<file path="src/rtl/icache_way_sel_if.sv">
`default_nettype none
// ============================================================================
//  Module      : icache_way_sel_if
//  Description : Lookup request, tag-array read, refill notification and
//                lookup response bundle for the I-cache way-select stage.
//  Revision    : 1.0  initial release
// ============================================================================
interface icache_way_sel_if #(
    parameter int WAY_NUM   = 4,
    parameter int SET_NUM   = 64,
    parameter int TAG_WIDTH = 20
);
    localparam int c_SET_W = $clog2(SET_NUM);

    // Lookup request and the tag-array read for req_set
    logic                   req_vld;
    logic                   req_rdy;
    logic [c_SET_W-1:0]     req_set;
    logic [TAG_WIDTH-1:0]   req_tag;
    logic [WAY_NUM-1:0]     way_vld;
    logic [TAG_WIDTH-1:0]   way_tag [WAY_NUM];

    // Refill completion, touches replacement state
    logic                   refill_vld;
    logic [c_SET_W-1:0]     refill_set;
    logic [WAY_NUM-1:0]     refill_way_onehot;

    // Lookup response
    logic                   rsp_vld;
    logic                   rsp_rdy;
    logic                   rsp_hit;
    logic [WAY_NUM-1:0]     rsp_hit_onehot;
    logic                   rsp_multi_hit;
    logic [WAY_NUM-1:0]     rsp_victim_onehot;
    logic [c_SET_W-1:0]     rsp_set;

    // Requester / consumer side
    modport master (
        output req_vld, req_set, req_tag, way_vld, way_tag,
        output refill_vld, refill_set, refill_way_onehot,
        output rsp_rdy,
        input  req_rdy,
        input  rsp_vld, rsp_hit, rsp_hit_onehot, rsp_multi_hit,
        input  rsp_victim_onehot, rsp_set
    );

    // Way-select stage side
    modport slave (
        input  req_vld, req_set, req_tag, way_vld, way_tag,
        input  refill_vld, refill_set, refill_way_onehot,
        input  rsp_rdy,
        output req_rdy,
        output rsp_vld, rsp_hit, rsp_hit_onehot, rsp_multi_hit,
        output rsp_victim_onehot, rsp_set
    );
endinterface
`default_nettype wire

</file>
<file path="src/rtl/icache_way_sel.sv">
`default_nettype none
// ============================================================================
//  Module      : icache_way_sel
//  Description : I-cache tag compare and way selection. Registers one lookup
//                per accepted request, produces a one-hot hit vector for the
//                downstream data mux, and reports a one-hot refill victim
//                from per-set tree pseudo-LRU state.
//  Revision    : 1.0  initial release
// ============================================================================
module icache_way_sel #(
    parameter int WAY_NUM   = 4,
    parameter int SET_NUM   = 64,
    parameter int TAG_WIDTH = 20
) (
    input  logic              clk,
    input  logic              rst,
    icache_way_sel_if.slave   bus
);
    localparam int c_SET_W = $clog2(SET_NUM);
    localparam int c_WAY_W = $clog2(WAY_NUM);
    localparam logic [WAY_NUM-1:0] c_ONE = WAY_NUM'(1);

    // ------------------------------------------------------------------------
    // Tree PLRU helpers. Node 0 is the root, node n has children 2n+1 (lower
    // ways) and 2n+2 (upper ways). A node value of 1 points the victim at the
    // upper subtree. Level l of the tree holds nodes (2^l - 1) .. (2^(l+1) - 2).
    // ------------------------------------------------------------------------

    // Point every node on the path to 'way' away from it
    function automatic logic [WAY_NUM-2:0] f_plru_touch(
        input logic [WAY_NUM-2:0] bits,
        input logic [c_WAY_W-1:0] way
    );
        logic [WAY_NUM-2:0] nxt;
        int                 w_int;
        nxt   = bits;
        w_int = int'(way);
        for (int l = 0; l < c_WAY_W; l++) begin
            for (int j = 0; j < (1 << l); j++) begin
                if ((w_int >> (c_WAY_W - l)) == j) begin
                    // way in lower half of this node -> victim goes upper (1)
                    nxt[(1 << l) - 1 + j] = ((w_int >> (c_WAY_W - 1 - l)) & 1) == 0;
                end
            end
        end
        return nxt;
    endfunction

    // Follow the node bits from the root down to a leaf
    function automatic logic [WAY_NUM-1:0] f_plru_victim(
        input logic [WAY_NUM-2:0] bits
    );
        logic [WAY_NUM-1:0] oh;
        int                 n;
        n = 0;
        for (int l = 0; l < c_WAY_W; l++) begin
            n = 2 * n + 1 + (bits[n] ? 1 : 0);
        end
        for (int w = 0; w < WAY_NUM; w++) begin
            oh[w] = (w == n - (WAY_NUM - 1));
        end
        return oh;
    endfunction

    // Index of the lowest set bit (callers pass a one-hot vector)
    function automatic logic [c_WAY_W-1:0] f_onehot_to_idx(
        input logic [WAY_NUM-1:0] oh
    );
        logic [c_WAY_W-1:0] idx;
        idx = '0;
        for (int i = WAY_NUM - 1; i >= 0; i--) begin
            if (oh[i]) idx = c_WAY_W'(i);
        end
        return idx;
    endfunction

    // ------------------------------------------------------------------------
    // State
    // ------------------------------------------------------------------------
    logic [WAY_NUM-2:0]   r_plru [SET_NUM];

    logic                 r_rsp_vld;
    logic                 r_rsp_hit;
    logic [WAY_NUM-1:0]   r_rsp_hit_onehot;
    logic                 r_rsp_multi_hit;
    logic [WAY_NUM-1:0]   r_rsp_victim_onehot;
    logic [c_SET_W-1:0]   r_rsp_set;

    // ------------------------------------------------------------------------
    // Combinational lookup
    // ------------------------------------------------------------------------
    logic [WAY_NUM-1:0]   w_match;
    logic [WAY_NUM-1:0]   w_hit_onehot;
    logic                 w_hit;
    logic                 w_multi_hit;
    logic [WAY_NUM-1:0]   w_invalid;
    logic [WAY_NUM-1:0]   w_invalid_onehot;
    logic [WAY_NUM-1:0]   w_victim_onehot;
    logic [WAY_NUM-2:0]   w_plru_req;
    logic [WAY_NUM-2:0]   w_plru_refill;
    logic [WAY_NUM-2:0]   w_hit_next;
    logic [WAY_NUM-2:0]   w_refill_next;
    logic                 w_req_rdy;
    logic                 w_accept;
    logic                 w_hit_upd;

    generate
        for (genvar g = 0; g < WAY_NUM; g++) begin : g_match
            assign w_match[g] = bus.way_vld[g] && (bus.way_tag[g] == bus.req_tag);
        end
    endgenerate

    // Single output register: a new lookup can enter as the old one drains
    assign w_req_rdy = !r_rsp_vld || bus.rsp_rdy;
    assign w_accept  = bus.req_vld && w_req_rdy;

    // Isolate the lowest match so the data-mux select is never multi-hot;
    // any second match bit surviving (x & (x-1)) flags a multi-hit.
    assign w_hit_onehot = w_match & (~w_match + c_ONE);
    assign w_hit        = |w_match;
    assign w_multi_hit  = |(w_match & (w_match - c_ONE));

    // Empty ways are always filled before anything is evicted
    assign w_invalid        = ~bus.way_vld;
    assign w_invalid_onehot = w_invalid & (~w_invalid + c_ONE);

    assign w_plru_req    = r_plru[bus.req_set];
    assign w_plru_refill = r_plru[bus.refill_set];

    // Victim uses the stored state, before any same-cycle touch lands
    assign w_victim_onehot = (|w_invalid) ? w_invalid_onehot
                                          : f_plru_victim(w_plru_req);

    assign w_hit_next    = f_plru_touch(w_plru_req, f_onehot_to_idx(w_hit_onehot));
    assign w_refill_next = f_plru_touch(w_plru_refill,
                                        f_onehot_to_idx(bus.refill_way_onehot));

    // A refill into the same set overrides the hit touch
    assign w_hit_upd = w_accept && w_hit &&
                       !(bus.refill_vld && (bus.refill_set == bus.req_set));

    // ------------------------------------------------------------------------
    // Sequential
    // ------------------------------------------------------------------------

    // PLRU storage: hit touch and refill touch, refill is never stalled
    always_ff @(posedge clk) begin
        if (rst) begin
            for (int s = 0; s < SET_NUM; s++) begin
                r_plru[s] <= '0;
            end
        end else begin
            if (w_hit_upd) begin
                r_plru[bus.req_set] <= w_hit_next;
            end
            if (bus.refill_vld) begin
                r_plru[bus.refill_set] <= w_refill_next;
            end
        end
    end

    // Response register: load on accept, drain on consumer ready, else hold
    always_ff @(posedge clk) begin
        if (rst) begin
            r_rsp_vld           <= 1'b0;
            r_rsp_hit           <= 1'b0;
            r_rsp_hit_onehot    <= '0;
            r_rsp_multi_hit     <= 1'b0;
            r_rsp_victim_onehot <= '0;
            r_rsp_set           <= '0;
        end else if (w_accept) begin
            r_rsp_vld           <= 1'b1;
            r_rsp_hit           <= w_hit;
            r_rsp_hit_onehot    <= w_hit_onehot;
            r_rsp_multi_hit     <= w_multi_hit;
            r_rsp_victim_onehot <= w_victim_onehot;
            r_rsp_set           <= bus.req_set;
        end else if (bus.rsp_rdy) begin
            r_rsp_vld           <= 1'b0;
        end
    end

    assign bus.req_rdy           = w_req_rdy;
    assign bus.rsp_vld           = r_rsp_vld;
    assign bus.rsp_hit           = r_rsp_hit;
    assign bus.rsp_hit_onehot    = r_rsp_hit_onehot;
    assign bus.rsp_multi_hit     = r_rsp_multi_hit;
    assign bus.rsp_victim_onehot = r_rsp_victim_onehot;
    assign bus.rsp_set           = r_rsp_set;

endmodule
`default_nettype wire

</file>
<file path="src/flat_wrapper.sv">
// flat-port wrapper written by rule: the top's interface ports become plain ports
module icache_way_sel_flat 
#(
    parameter int WAY_NUM   = 4,
    parameter int SET_NUM   = 64,
    parameter int TAG_WIDTH = 20
)
  (clk, rst, bus_req_vld, bus_req_set, bus_req_tag, bus_way_vld, bus_way_tag, bus_refill_vld, bus_refill_set, bus_refill_way_onehot, bus_rsp_rdy, bus_req_rdy, bus_rsp_vld, bus_rsp_hit, bus_rsp_hit_onehot, bus_rsp_multi_hit, bus_rsp_victim_onehot, bus_rsp_set);
  icache_way_sel_if #(.WAY_NUM(WAY_NUM), .SET_NUM(SET_NUM), .TAG_WIDTH(TAG_WIDTH)) bus_i ();
  input  logic clk;
  input  logic rst;
  input wire logic [$bits(bus_i.req_vld)-1:0] bus_req_vld;
  input wire logic [$bits(bus_i.req_set)-1:0] bus_req_set;
  input wire logic [$bits(bus_i.req_tag)-1:0] bus_req_tag;
  input wire logic [$bits(bus_i.way_vld)-1:0] bus_way_vld;
  input wire logic [$bits(bus_i.way_tag)-1:0] bus_way_tag;
  input wire logic [$bits(bus_i.refill_vld)-1:0] bus_refill_vld;
  input wire logic [$bits(bus_i.refill_set)-1:0] bus_refill_set;
  input wire logic [$bits(bus_i.refill_way_onehot)-1:0] bus_refill_way_onehot;
  input wire logic [$bits(bus_i.rsp_rdy)-1:0] bus_rsp_rdy;
  output wire logic [$bits(bus_i.req_rdy)-1:0] bus_req_rdy;
  output wire logic [$bits(bus_i.rsp_vld)-1:0] bus_rsp_vld;
  output wire logic [$bits(bus_i.rsp_hit)-1:0] bus_rsp_hit;
  output wire logic [$bits(bus_i.rsp_hit_onehot)-1:0] bus_rsp_hit_onehot;
  output wire logic [$bits(bus_i.rsp_multi_hit)-1:0] bus_rsp_multi_hit;
  output wire logic [$bits(bus_i.rsp_victim_onehot)-1:0] bus_rsp_victim_onehot;
  output wire logic [$bits(bus_i.rsp_set)-1:0] bus_rsp_set;
  assign bus_i.req_vld = bus_req_vld;
  assign bus_i.req_set = bus_req_set;
  assign bus_i.req_tag = bus_req_tag;
  assign bus_i.way_vld = bus_way_vld;
  assign bus_i.way_tag = {>>{bus_way_tag}};
  assign bus_i.refill_vld = bus_refill_vld;
  assign bus_i.refill_set = bus_refill_set;
  assign bus_i.refill_way_onehot = bus_refill_way_onehot;
  assign bus_i.rsp_rdy = bus_rsp_rdy;
  assign bus_req_rdy = bus_i.req_rdy;
  assign bus_rsp_vld = bus_i.rsp_vld;
  assign bus_rsp_hit = bus_i.rsp_hit;
  assign bus_rsp_hit_onehot = bus_i.rsp_hit_onehot;
  assign bus_rsp_multi_hit = bus_i.rsp_multi_hit;
  assign bus_rsp_victim_onehot = bus_i.rsp_victim_onehot;
  assign bus_rsp_set = bus_i.rsp_set;
  icache_way_sel #(.WAY_NUM(WAY_NUM), .SET_NUM(SET_NUM), .TAG_WIDTH(TAG_WIDTH)) u_core (.clk(clk), .rst(rst), .bus(bus_i));
endmodule
</file>
<file path="config.mk">
export PLATFORM = sky130hd
export DESIGN_NAME = icache_way_sel_flat
export DESIGN_NICKNAME = d
export VERILOG_FILES = /design/src/rtl/icache_way_sel_if.sv /design/src/rtl/icache_way_sel.sv /design/src/flat_wrapper.sv
export SDC_FILE = /design/constraint.sdc
export NUM_CORES = 1
export LEC_CHECK = 0
export ABC_AREA = 1
export CORE_UTILIZATION = 50
export CTS_BUF_LIST = sky130_fd_sc_hd__clkbuf_8
export DETAILED_ROUTE_END_ITERATION = 7
export PLACE_DENSITY = 0.71
export SYNTH_ARGS = -nofsm -noshare
export SYNTH_HDL_FRONTEND = slang
export SYNTH_SLANG_ARGS = --single-unit
</file>
<file path="constraint.sdc">
create_clock -name clk -period 2.5 [get_ports clk]
set_input_delay 0.375 -clock clk [delete_from_list [all_inputs] [get_ports clk]]
set_output_delay 0.375 -clock clk [all_outputs]
set_load 0.03 [all_outputs]
</file>
==> impl_results.html, run 1 <==
<table>
<tr><th>Metric</th><th>Value</th></tr>
<tr><th colspan="2">STA</th></tr>
<tr><td>Final clock period utilization by the worst path</td><td>0.987</td></tr>
<tr><td>Final setup violation count</td><td>0</td></tr>
<tr><td>Largest clock skew in the final design</td><td>~0.023 ns</td></tr>
<tr><td>Slew at the pin closest to its max-slew limit</td><td>just over 0.9 ns</td></tr>
<tr><td>Unrepaired setup endpoints after global routing</td><td>yes</td></tr>
<tr><td>Max-slew violation total from the final report</td><td>0</td></tr>
<tr><td>Relative max-transition margin</td><td>0.388</td></tr>
<tr><td>Highest clock rate</td><td>approximately 0.41 GHz</td></tr>
<tr><td>Time the final worst path needs with I/O delays and setup</td><td>roughly 2.5 ns</td></tr>
<tr><td>Final hold viol count</td><td>0</td></tr>
<tr><td>Hold Slack</td><td>~0.46 ns</td></tr>
<tr><th colspan="2">Place</th></tr>
<tr><td>Routability congestion estimate</td><td>0.993</td></tr>
<tr><td>PortBufs</td><td>roughly 140</td></tr>
<tr><td>Post-detail-place hpwl</td><td>approximately 45000 µm</td></tr>
<tr><td>Placed cell count</td><td>3447</td></tr>
<tr><td>Placed cell area</td><td>about 20000 µm²</td></tr>
<tr><th colspan="2">Detailed routing</th></tr>
<tr><td>First DRT Iteration DRCs</td><td>2475</td></tr>
<tr><td>Via density per instance</td><td>between 5 and 6</td></tr>
<tr><td>Routed via count</td><td>19500</td></tr>
<tr><td>Number of optimization iterations in the first detailed-route pass</td><td>7</td></tr>
<tr><td>Detail-routed net length per standard cell</td><td>between 15 and 20 µm</td></tr>
<tr><td>Residual DRC</td><td>0</td></tr>
<tr><td>Number of nets still failing antenna checks after routing</td><td>0</td></tr>
<tr><td>Detailed Route WL</td><td>approximately 65000 µm</td></tr>
<tr><th colspan="2">Logic synthesis</th></tr>
<tr><td>Synthesized area divided by synthesized cell count</td><td>6.05 µm²</td></tr>
<tr><td>Synth Warn #</td><td>0</td></tr>
<tr><td>Synthesized area</td><td>16500 µm²</td></tr>
<tr><td>Cell type with the largest total area after synthesis</td><td>edfxtp_1</td></tr>
<tr><td>Proportion of netlist area held by the largest area contributor</td><td>0.349</td></tr>
<tr><td>Cell with the most instances after synthesis</td><td>nand2_1</td></tr>
<tr><td>Synth async-reset ratio</td><td>0</td></tr>
<tr><td>Nets in the synthesized netlist</td><td>around 2900</td></tr>
<tr><td>Distinct cells, synth</td><td>36</td></tr>
<tr><td>Number of enable-type register cells in the synthesized netlist</td><td>around 190</td></tr>
<tr><td>Gate Count Post-Synth</td><td>2733</td></tr>
<tr><td>Number of register bits inferred by synthesis</td><td>about 210</td></tr>
<tr><td>Top area cells in the synthesized netlist</td><td>edfxtp_1 35%, nand2_1 24%, nor2_1 12%, inv_1 7.7%, nand3_1 6.6%</td></tr>
<tr><td>Sequential cell area fraction in the yosys report</td><td>0.369</td></tr>
<tr><td>Dominant synthesized flop cell</td><td>edfxtp_1</td></tr>
<tr><td>Top cells by count, synth</td><td>1038 x nand2_1, 527 x nor2_1, 341 x inv_1, 218 x nand3_1, 192 x edfxtp_1</td></tr>
<tr><th colspan="2">Worst setup path</th></tr>
<tr><td>Type of the setup path with the least slack</td><td>in -&gt; reg</td></tr>
<tr><td>Worst Path Max Fanout</td><td>10</td></tr>
<tr><td>Setup crit end kind</td><td>flip-flop</td></tr>
<tr><td>Buffers and inverters on the worst path</td><td>7</td></tr>
<tr><td>Ordered list of cells on the worst path</td><td>clkdlybuf4s50_1, clkinvlp_4, buf_4, a21oi_1, a31oi_2, buf_4, buf_4, buf_4, nand4_1, buf_6, nor2_1, nand2_1, nand2_1</td></tr>
<tr><td>Data required time at the worst endpoint</td><td>2.80 ns</td></tr>
<tr><td>Critical path's largest stage delay</td><td>about 0.59 ns</td></tr>
<tr><td>Slowest CP cell</td><td>clkdlybuf4s50_1</td></tr>
<tr><td>Critical path's top delay family</td><td>buffers and inverters</td></tr>
<tr><td>Critical path arrival</td><td>between 2 and 3 ns</td></tr>
<tr><td>Cell repeated most along the worst path</td><td>buf_4</td></tr>
<tr><td>Nature of the critical path startpoint</td><td>input pin</td></tr>
<tr><th colspan="2">Clock tree</th></tr>
<tr><td>Worst skew pair latency</td><td>approximately 0.56 ns</td></tr>
<tr><td>Sink Count</td><td>between 200 and 250</td></tr>
<tr><td>Root buffer cell</td><td>clkbuf_8</td></tr>
<tr><td>Level count of the clock H-tree</td><td>2</td></tr>
<tr><td>Number of buffers created by CTS</td><td>40</td></tr>
<tr><td>TritonCTS clock tree</td><td>yes</td></tr>
<tr><td>Clock transition time at the flip-flop clock pins of the worst setup and hold paths</td><td>~0.060 ns</td></tr>
<tr><td>Maximum clock path buffer count</td><td>3</td></tr>
<tr><th colspan="2">Die</th></tr>
<tr><td>Area inside the core boundary</td><td>32500 µm²</td></tr>
<tr><td>IO Count</td><td>between 100 and 150</td></tr>
<tr><td>Die boundary height</td><td>184 µm</td></tr>
<tr><td>Width of the chip</td><td>between 150 and 200 µm</td></tr>
<tr><td>Starting Density</td><td>0.508</td></tr>
<tr><td>Die Outline Area</td><td>between 30000 and 40000 µm²</td></tr>
<tr><td>Cell Rows</td><td>66</td></tr>
<tr><th colspan="2">GRT</th></tr>
<tr><td>Antenna violations before repair</td><td>0</td></tr>
<tr><td>Leftover overflow at the end of global routing</td><td>0</td></tr>
<tr><td>Overall track demand over capacity in global routing</td><td>0.375</td></tr>
<tr><td>Via count of the first global-routing pass</td><td>about 18000</td></tr>
<tr><td>Wire length of the first global-routing pass</td><td>between 90000 and 100000 µm</td></tr>
<tr><td>Pin count of the biggest net entering global routing</td><td>65</td></tr>
<tr><th colspan="2">Pwr</th></tr>
<tr><td>Leakage power</td><td>~10 nW</td></tr>
<tr><td>Post-route total power</td><td>just over 9 mW</td></tr>
<tr><td>Cell Pwr Density</td><td>approximately 420 nW/µm²</td></tr>
<tr><td>Maximum resistive drop on vdd</td><td>between 0.3 and 0.4 mV</td></tr>
<tr><th colspan="2">Layout</th></tr>
<tr><td>Final nets</td><td>around 3200</td></tr>
<tr><td>Fillers</td><td>between 2000 and 3000</td></tr>
<tr><td>Ratio of cells with drive above 1 in the final layout</td><td>0.123</td></tr>
<tr><td>Final instance area</td><td>approximately 21000 µm²</td></tr>
<tr><td>Number of cells in the finished layout apart from fillers</td><td>around 3500</td></tr>
<tr><td>Area of the multi-input gates</td><td>approximately 8700 µm²</td></tr>
<tr><td>Final core utilization</td><td>0.656</td></tr>
<tr><td>Number of antenna diodes</td><td>0</td></tr>
<tr><td>Sequential cell area</td><td>slightly above 6000 µm²</td></tr>
<tr><td>Layout overhead on the synthesized area</td><td>29.1%</td></tr>
<tr><th colspan="2">Outcome</th></tr>
<tr><td>Outcome</td><td>finished, final reports clean</td></tr>
<tr><th colspan="2">Hold path</th></tr>
<tr><td>Path class of the lowest-slack min-delay path</td><td>reg -&gt; reg</td></tr>
<tr><th colspan="2">Job</th></tr>
<tr><td>Max-capacitance violation count</td><td>0</td></tr>
</table>
## sequential cells by signal, indices dropped and copies added (netlist names)
signal,count
u_core.bus.rsp_multi_hit,1
u_core.bus.rsp_hit,1
u_core.bus.rsp_vld,1
u_core.bus.rsp_set,6
u_core.bus.rsp_hit_onehot,4
u_core.bus.rsp_victim_onehot,4
u_core.r_plru,192
## path summary, 6_finish.rpt
check / from / end / slack (ns) / cells after the start
hold / removal: u_core.bus.rsp_victim_onehot[3] / u_core.bus.rsp_victim_onehot[3] / 0.46 / 2
setup / recovery: bus_req_set[4] / u_core.r_plru[7][0] / 0.03 / 13
setup reg to reg: u_core.r_plru[61][2] / u_core.r_plru[33][2] / 0.18 / 15
hold reg to reg: u_core.bus.rsp_victim_onehot[3] / u_core.bus.rsp_victim_onehot[3] / 0.46 / 2
## placed cells by master, fill, tap and decap left out, types with 9 or more instances in the layout
cell type,synthesis,final
a21oi_1,85,83
buf_12,0,37
buf_4,8,206
clkbuf_8,0,43
clkdlybuf4s50_1,0,132
dfxtp_1,17,17
dlymetal6s2s_1,0,9
edfxtp_1,192,192
inv_1,341,349
inv_2,18,22
nand2_1,1038,1036
nand3_1,218,218
nand4_1,12,12
nor2_1,527,515
nor2_2,9,19
nor3_1,17,13
o211ai_1,33,33
o21ai_0,57,56
or2_2,11,11
## worst reg2reg max path, stage by stage (launching register included)
cell	delay, ns
edfxtp_1	0.39
nand2_1	0.09
nand2_1	0.08
nand2_1	0.11
nand2_1	0.06
nand2_1	0.05
nand2_1	0.10
nand2_1	0.09
nand2_1	0.05
nor2_1	0.23
nand2_1	0.14
nand2_2	0.17
buf_12	0.24
a21oi_1	0.13
nand2_1	0.09
nand2_1	0.06
## layout make-up
class,instances,share of cell area
multi-input cells,2055,0.409
flip-flops and latches,209,0.286
repair buffers,397,0.184
inverters,359,0.0636
clock buffers,43,0.0277
well taps,442,0.0259
clock inverters,21,0.00410
## metal layers
metal	global-route usage	up-vias	part of all wire
met5	0	-	0
met4	0.214	0	0.060
met3	0.0670	300	0.12
met2	0.609	1285	0.45
met1	0.470	8761	0.37
li1	-	9174	-
## cell families (layout without fill, tap and decap cells)
family,count (synthesis),in the layout,synth area share
flops,209,209,0.369
simple gates,1855,1857,0.450
xor+xnor,12,12,0.00636
buf+inv,471,820,0.112
compound gates,186,186,0.0622
## power breakdown
part | total (mW) | internal, mW | leakage, nW | switching, mW
Clock | 3.11 | 1.56 | 0.405 | 1.55
Sequential | 4.05 | 3.99 | 1.96 | 0.0618
Combinational | 1.89 | 0.749 | 7.68 | 1.14
## stage by stage
step / setup WS, ns / TNS, ns
final: 0.0329 / 0
after global routing: -0.0215 / -0.144
after CTS: 0.0181 / 0
after detailed placement: -0.543 / -173.65
after global placement: -0.568 / -166.53
after floorplan: 0.359 / 0
## timing repair
action                                  in CTS  in global routing
resized for setup                            0                 48
hold buffers                                 0                  0
endpoints found under the setup margin       0                384
setup buffers                                0                  7
Note: power is estimated with default switching activity, not from simulation.
==> run 2, diff against run 1 <==
- ABC_AREA: 1 -> 0
- CELL_PAD_IN_SITES_DETAIL_PLACEMENT: not set -> 1
- CELL_PAD_IN_SITES_GLOBAL_PLACEMENT: not set -> 1
- CORE_UTILIZATION: 50 -> 47
- PLACE_DENSITY: 0.71 -> 0.84
==> run 2 against run 1 <==
- the run now fails in global routing (5_1_grt)
- synthesized cell count decreased by 46%
- synthesized area shrank 13%
==> impl_results.html, run 2 <==
<table>
<tr><th>Metric</th><th>Value</th></tr>
<tr><th colspan="2">Outcome</th></tr>
<tr><td>Outcome</td><td>did not finish</td></tr>
<tr><td>Stage at which the run stopped</td><td>global routing (5_1_grt)</td></tr>
<tr><td>First error</td><td>[ERROR GRT-0116] Global routing finished with congestion. Check the congestion regions in the DRC Viewer.</td></tr>
<tr><th colspan="2">Logic synthesis</th></tr>
<tr><td>Dominant synthesized flop cell</td><td>edfxtp_1</td></tr>
<tr><td>Synthesized area</td><td>approximately 14000 µm²</td></tr>
<tr><td>Number of register bits inferred by synthesis</td><td>between 200 and 250</td></tr>
<tr><td>Number of enable-type register cells in the synthesized netlist</td><td>192</td></tr>
<tr><td>Synth async-reset ratio</td><td>0</td></tr>
<tr><td>Cell with the most instances after synthesis</td><td>nand2_1</td></tr>
<tr><td>Nets in the synthesized netlist</td><td>1597</td></tr>
<tr><td>Cell type with the largest total area after synthesis</td><td>edfxtp_1</td></tr>
<tr><td>Gate Count Post-Synth</td><td>between 1000 and 1500</td></tr>
<tr><td>Sequential cell area fraction in the yosys report</td><td>0.426</td></tr>
<tr><td>Proportion of netlist area held by the largest area contributor</td><td>0.402</td></tr>
<tr><td>Synth Warn #</td><td>0</td></tr>
<tr><td>Distinct cells, synth</td><td>62</td></tr>
<tr><td>Synthesized area divided by synthesized cell count</td><td>9.74 µm²</td></tr>
<tr><td>Top area cells in the synthesized netlist</td><td>edfxtp_1 40%, o32ai_1 7.9%, nand2_1 6.1%, a221o_1 5.7%, xnor2_1 4.1%</td></tr>
<tr><td>Top cells by count, synth</td><td>232 x nand2_1, 192 x edfxtp_1, 129 x o32ai_1, 118 x clkbuf_1, 94 x nor2_1</td></tr>
<tr><th colspan="2">GRT</th></tr>
<tr><td>Pin count of the biggest net entering global routing</td><td>approximately 120</td></tr>
<tr><td>Leftover overflow at the end of global routing</td><td>between 80 and 90</td></tr>
<tr><td>Via count of the first global-routing pass</td><td>22300</td></tr>
<tr><td>Wire length of the first global-routing pass</td><td>around 170000 µm</td></tr>
<tr><td>Overall track demand over capacity in global routing</td><td>0.788</td></tr>
<tr><th colspan="2">Clock tree</th></tr>
<tr><td>Count of hold buffers inserted by post-cts repair</td><td>0</td></tr>
<tr><td>Maximum clock path buffer count</td><td>3</td></tr>
<tr><td>Number of buffers created by CTS</td><td>39</td></tr>
<tr><td>Root buffer cell</td><td>clkbuf_8</td></tr>
<tr><td>Level count of the clock H-tree</td><td>2</td></tr>
<tr><td>Sink Count</td><td>209</td></tr>
<tr><th colspan="2">Place</th></tr>
<tr><td>Post-detail-place hpwl</td><td>51500 µm</td></tr>
<tr><td>PortBufs</td><td>142</td></tr>
<tr><td>Placed cell count</td><td>2098</td></tr>
<tr><td>Routability congestion estimate</td><td>0.998</td></tr>
<tr><th colspan="2">Die</th></tr>
<tr><td>Starting Density</td><td>0.481</td></tr>
<tr><td>Cell Rows</td><td>63</td></tr>
<tr><td>IO Count</td><td>143</td></tr>
<tr><td>Die boundary height</td><td>~180 µm</td></tr>
<tr><td>Width of the chip</td><td>177 µm</td></tr>
</table>
[run 2: cell count changes after synthesis, sizes merged, moves of 62 or more]
cell	previous run	this run
o32ai	0	129
a21oi	85	23
o31ai	0	64
inv	359	5
a221o	0	82
nand2	1039	234
nor2	536	94
nand3	220	18
[run 2: logic make-up after synthesis]
kind of cell	Yosys count	share of synthesized area
AOI/OAI and AO/OA	471	0.266
xor gates and xnor gates	86	0.0525
adders and majority gates	1	0.000698
buffers and inverters	189	0.0540
DFF	209	0.426
muxes	57	0.0547
and+or+nand+nor	459	0.146
[run 2: timing repair]
action / 4_1_cts
pin swaps: 105
gates resized for setup: 441
buffers inserted: 54
setup endpoints to repair: 389
gates cloned: 34
endpoints found under the hold margin: 0
[run 2: routing by layer]
layer / global-route usage / GRT overflow
met4: 0.778 / 51
met1: 0.809 / 1
met5: 0.335 / 0
met3: 0.628 / 0
met2: 0.935 / 32
[run 2: through the flow]
stage	utilization	TNS (ns)	cell area [µm²]	worst slack [ns]
floorplan	-	-134.13	14800	-0.410
global placement	0.621	-393.88	18500	-1.12
detailed placement	0.621	-452.02	18500	-1.32
CTS	0.747	-71.04	22200	-0.401
==> run 3, diff against run 2 <==
- CELL_PAD_IN_SITES_DETAIL_PLACEMENT: 1 -> not set
- CELL_PAD_IN_SITES_GLOBAL_PLACEMENT: 1 -> not set
- CORE_UTILIZATION: 47 -> 35
- CTS_BUF_LIST: sky130_fd_sc_hd__clkbuf_8 -> not set
- PLACE_DENSITY: 0.84 -> not set
- PLACE_DENSITY_LB_ADDON: not set -> 0.15
==> run 3 against run 2 <==
- synthesized cell count stayed put
- synthesized area stayed put
- the flow now finishes, with violations (negative setup slack)
==> impl_results.html, run 3 <==
<table>
<tr><th>Metric</th><th>Value</th></tr>
<tr><th colspan="2">Pwr</th></tr>
<tr><td>Post-route total power</td><td>approximately 9.9 mW</td></tr>
<tr><td>Internal power summed over all cells</td><td>7.02 mW</td></tr>
<tr><td>Power share of the combinational group</td><td>0.235</td></tr>
<tr><td>Proportion of power drawn by flip-flops and latches</td><td>0.407</td></tr>
<tr><td>Maximum resistive drop on vdd</td><td>roughly 0.42 mV</td></tr>
<tr><td>Leakage power</td><td>8.70 nW</td></tr>
<tr><td>Cell Pwr Density</td><td>approximately 430 nW/µm²</td></tr>
<tr><td>NetSw</td><td>around 3 mW</td></tr>
<tr><td>Power share of the clock group</td><td>0.357</td></tr>
<tr><td>Switching part of the total power</td><td>0.294</td></tr>
<tr><th colspan="2">Detailed routing</th></tr>
<tr><td>Number of optimization iterations in the first detailed-route pass</td><td>6</td></tr>
<tr><td>First DRT Iteration DRCs</td><td>2183</td></tr>
<tr><td>Routed via count</td><td>15900</td></tr>
<tr><td>Detailed Route WL</td><td>73900 µm</td></tr>
<tr><td>Detail-routed net length per standard cell</td><td>around 31 µm</td></tr>
<tr><td>Number of nets still failing antenna checks after routing</td><td>0</td></tr>
<tr><td>Via density per instance</td><td>around 6.7</td></tr>
<tr><td>Residual DRC</td><td>0</td></tr>
<tr><th colspan="2">Layout</th></tr>
<tr><td>Flip-flop count of the largest register after layout</td><td>approximately 190</td></tr>
<tr><td>Ratio of cells with drive above 1 in the final layout</td><td>0.396</td></tr>
<tr><td>Layout overhead on the synthesized area</td><td>62.4%</td></tr>
<tr><td>Number of antenna diodes</td><td>0</td></tr>
<tr><td>Top register by number of flip-flops</td><td>u_core.r_plru</td></tr>
<tr><td>Leading cell type in the layout, fill and taps excluded</td><td>buf_4</td></tr>
<tr><td>Final nets</td><td>1976</td></tr>
<tr><td>Most frequent cells in the layout</td><td>260 x buf_4, 216 x nand2_1, 192 x edfxtp_1</td></tr>
<tr><th colspan="2">STA</th></tr>
<tr><td>Final hold viol count</td><td>0</td></tr>
<tr><td>Highest clock rate</td><td>about 0.34 GHz</td></tr>
<tr><td>Relative max-transition margin</td><td>0.202</td></tr>
<tr><td>Fin worst setup slack</td><td>-0.430 ns</td></tr>
<tr><td>Max-slew violation total from the final report</td><td>0</td></tr>
<tr><td>Time the final worst path needs with I/O delays and setup</td><td>2.93 ns</td></tr>
<tr><td>Slew at the pin closest to its max-slew limit</td><td>between 1 and 1.5 ns</td></tr>
<tr><td>Largest clock skew in the final design</td><td>0.0109 ns</td></tr>
<tr><td>Final setup violation count</td><td>306</td></tr>
<tr><td>Hold Slack</td><td>around 0.12 ns</td></tr>
<tr><td>Unrepaired setup endpoints after global routing</td><td>yes</td></tr>
<tr><td>Final clock period utilization by the worst path</td><td>1.17</td></tr>
<tr><th colspan="2">Place</th></tr>
<tr><td>Post-detail-place hpwl</td><td>46600 µm</td></tr>
<tr><td>PortBufs</td><td>~140</td></tr>
<tr><td>Routability congestion estimate</td><td>~0.97</td></tr>
<tr><th colspan="2">Worst setup path</th></tr>
<tr><td>Worst Path Max Fanout</td><td>5</td></tr>
<tr><td>Data required time at the worst endpoint</td><td>between 2 and 3 ns</td></tr>
<tr><td>Type of the setup path with the least slack</td><td>reg -&gt; reg</td></tr>
<tr><td>Register-to-register setup slack</td><td>-0.43 ns</td></tr>
<tr><td>Critical path arrival</td><td>roughly 3.2 ns</td></tr>
<tr><td>Nature of the critical path startpoint</td><td>flip-flop</td></tr>
<tr><td>Depth of the worst register-to-register path</td><td>9</td></tr>
<tr><td>Endpoint of the worst register-to-register path</td><td>u_core.r_plru[24][1]</td></tr>
<tr><td>Setup crit end kind</td><td>flip-flop</td></tr>
<tr><td>Worst reg2reg startpoint</td><td>u_core.r_plru[10][1]</td></tr>
<tr><th colspan="2">Logic synthesis</th></tr>
<tr><td>Gate Count Post-Synth</td><td>1472</td></tr>
<tr><td>Top area cells in the synthesized netlist</td><td>edfxtp_1 40%, o32ai_1 7.9%, nand2_1 6.1%, a221o_1 5.7%, xnor2_1 4.1%</td></tr>
<tr><td>Synthesized area</td><td>approximately 14000 µm²</td></tr>
<tr><td>Cell type with the largest total area after synthesis</td><td>edfxtp_1</td></tr>
<tr><td>Number of register bits inferred by synthesis</td><td>roughly 210</td></tr>
<tr><td>Nets in the synthesized netlist</td><td>about 1600</td></tr>
<tr><td>Number of enable-type register cells in the synthesized netlist</td><td>between 150 and 200</td></tr>
<tr><td>Synthesized area divided by synthesized cell count</td><td>around 10 µm²</td></tr>
<tr><td>Distinct cells, synth</td><td>62</td></tr>
<tr><td>Top cells by count, synth</td><td>232 x nand2_1, 192 x edfxtp_1, 129 x o32ai_1, 118 x clkbuf_1, 94 x nor2_1</td></tr>
<tr><td>Synth async-reset ratio</td><td>0</td></tr>
<tr><td>Cell with the most instances after synthesis</td><td>nand2_1</td></tr>
<tr><td>Proportion of netlist area held by the largest area contributor</td><td>0.402</td></tr>
<tr><td>Dominant synthesized flop cell</td><td>edfxtp_1</td></tr>
<tr><td>Sequential cell area fraction in the yosys report</td><td>0.426</td></tr>
<tr><td>Synth Warn #</td><td>0</td></tr>
<tr><th colspan="2">Clock tree</th></tr>
<tr><td>Level count of the clock H-tree</td><td>1</td></tr>
<tr><td>Root buffer cell</td><td>clkbuf_16</td></tr>
<tr><td>Maximum clock path buffer count</td><td>3</td></tr>
<tr><td>Count of hold buffers inserted by post-cts repair</td><td>0</td></tr>
<tr><td>Worst skew pair latency</td><td>about 0.55 ns</td></tr>
<tr><td>Sink Count</td><td>approximately 210</td></tr>
<tr><td>Number of buffers created by CTS</td><td>25</td></tr>
<tr><td>Clock transition time at the flip-flop clock pins of the worst setup and hold paths</td><td>about 0.060 ns</td></tr>
<tr><td>TritonCTS clock tree</td><td>yes</td></tr>
<tr><th colspan="2">Outcome</th></tr>
<tr><td>Outcome</td><td>finished, violations left</td></tr>
<tr><td>Failing checks</td><td>negative setup slack</td></tr>
<tr><th colspan="2">Die</th></tr>
<tr><td>Die Outline Area</td><td>approximately 42000 µm²</td></tr>
<tr><td>IO Count</td><td>about 140</td></tr>
<tr><td>Area inside the core boundary</td><td>between 40000 and 50000 µm²</td></tr>
<tr><td>Starting Density</td><td>0.358</td></tr>
<tr><td>Width of the chip</td><td>204 µm</td></tr>
<tr><td>Cell Rows</td><td>between 70 and 80</td></tr>
<tr><td>Die boundary height</td><td>204 µm</td></tr>
<tr><th colspan="2">GRT</th></tr>
<tr><td>Overall track demand over capacity in global routing</td><td>0.333</td></tr>
<tr><td>Wire length of the first global-routing pass</td><td>102000 µm</td></tr>
<tr><td>Antenna violations before repair</td><td>0</td></tr>
<tr><td>Leftover overflow at the end of global routing</td><td>0</td></tr>
<tr><td>Via count of the first global-routing pass</td><td>15100</td></tr>
<tr><td>Pin count of the biggest net entering global routing</td><td>between 90 and 100</td></tr>
<tr><th colspan="2">Hold path</th></tr>
<tr><td>Worst min-delay path startpoint</td><td>rst</td></tr>
<tr><td>Hold Path Depth</td><td>2</td></tr>
<tr><td>Path class of the lowest-slack min-delay path</td><td>in -&gt; reg</td></tr>
<tr><td>Terminating pin of the worst hold path</td><td>u_core.bus.rsp_hit_onehot[0]</td></tr>
<tr><th colspan="2">Job</th></tr>
<tr><td>Max-capacitance violation count</td><td>0</td></tr>
</table>
-- run 3: cell counts after synthesis --
Identical to the previous run, type by type.
-- run 3: area by class of cell --
type,instances,area (µm²)
clock buffers,35,693
clock inverters,9,62.6
fillers,3264,16800
inverters,6,22.5
multi-input cells,1074,9760
flip-flops and latches,209,6110
well taps,525,657
repair buffers,535,5980
-- run 3: metal layers --
layer  up-vias  wire [µm]  track usage
met5         -          0            0
met1      7708      27400        0.437
met4         0       4280        0.168
li1       6617          -            -
met2      1301      32800        0.512
met3       300       9480       0.0754
-- run 3: repair_timing --
item,CTS,global route
endpoints found under the setup margin,389,388
pin swaps,86,115
setup buffers,37,15
cloned,27,17
resized for setup,277,290
-- run 3: stage by stage --
step	area, µm²	setup TNS, ns	setup WS [ns]	util	std cells
floorplan	14800	-134.13	-0.410	-	1472
global placement	18800	-432.74	-1.22	0.469	2268
detailed placement	18800	-436.14	-1.23	0.469	2268
CTS	21800	-116.83	-0.414	0.543	2374
global route	23300	-75.30	-0.483	0.581	2393
finish	23300	-62.23	-0.430	0.581	2393
-- run 3: how the worst max path moves through the flow --
stage                                    start                    to
after floorplan                bus_req_tag[16]  u_core.r_plru[39][1]
after global placement         bus_req_tag[12]  u_core.r_plru[33][2]
after detailed placement       bus_req_tag[12]  u_core.r_plru[45][2]
after CTS                  u_core.r_plru[5][1]  u_core.r_plru[52][1]
after global routing      u_core.r_plru[10][1]  u_core.r_plru[46][1]
final                     u_core.r_plru[10][1]  u_core.r_plru[24][1]
-- run 3: cells by family (layout without fill, tap and decap cells) --
family	after synthesis	in the layout	synth area share
adder cells (fa/ha/maj)	1	1	0.000698
AO/OA/AOI/OAI	471	471	0.266
XOR/XNOR	86	86	0.0525
flip-flops	209	209	0.426
multiplexers	57	57	0.0547
AND/OR/NAND/NOR	459	459	0.146
buffers and inverters	189	585	0.0540
-- run 3: power groups by stage --
stage / registers (mW) / clock network [mW] / logic, mW
global route: 4.06 / 3.68 / 2.39
floorplan: 4.11 / 0 / 0.880
CTS: 4.05 / 3.55 / 2.15
finish: 4.05 / 3.55 / 2.34
global placement: 4.12 / 0 / 1.86
detailed placement: 4.12 / 0 / 1.87
-- run 3: critical path, stage by stage (launching register included) --
cell,delay (ns)
edfxtp_1,0.39
mux4_2,0.50
mux2_4,0.29
nand2_2,0.07
nand4_1,0.22
a2111o_1,0.50
a21boi_4,0.21
buf_6,0.20
clkbuf_16,0.18
o32ai_1,0.08
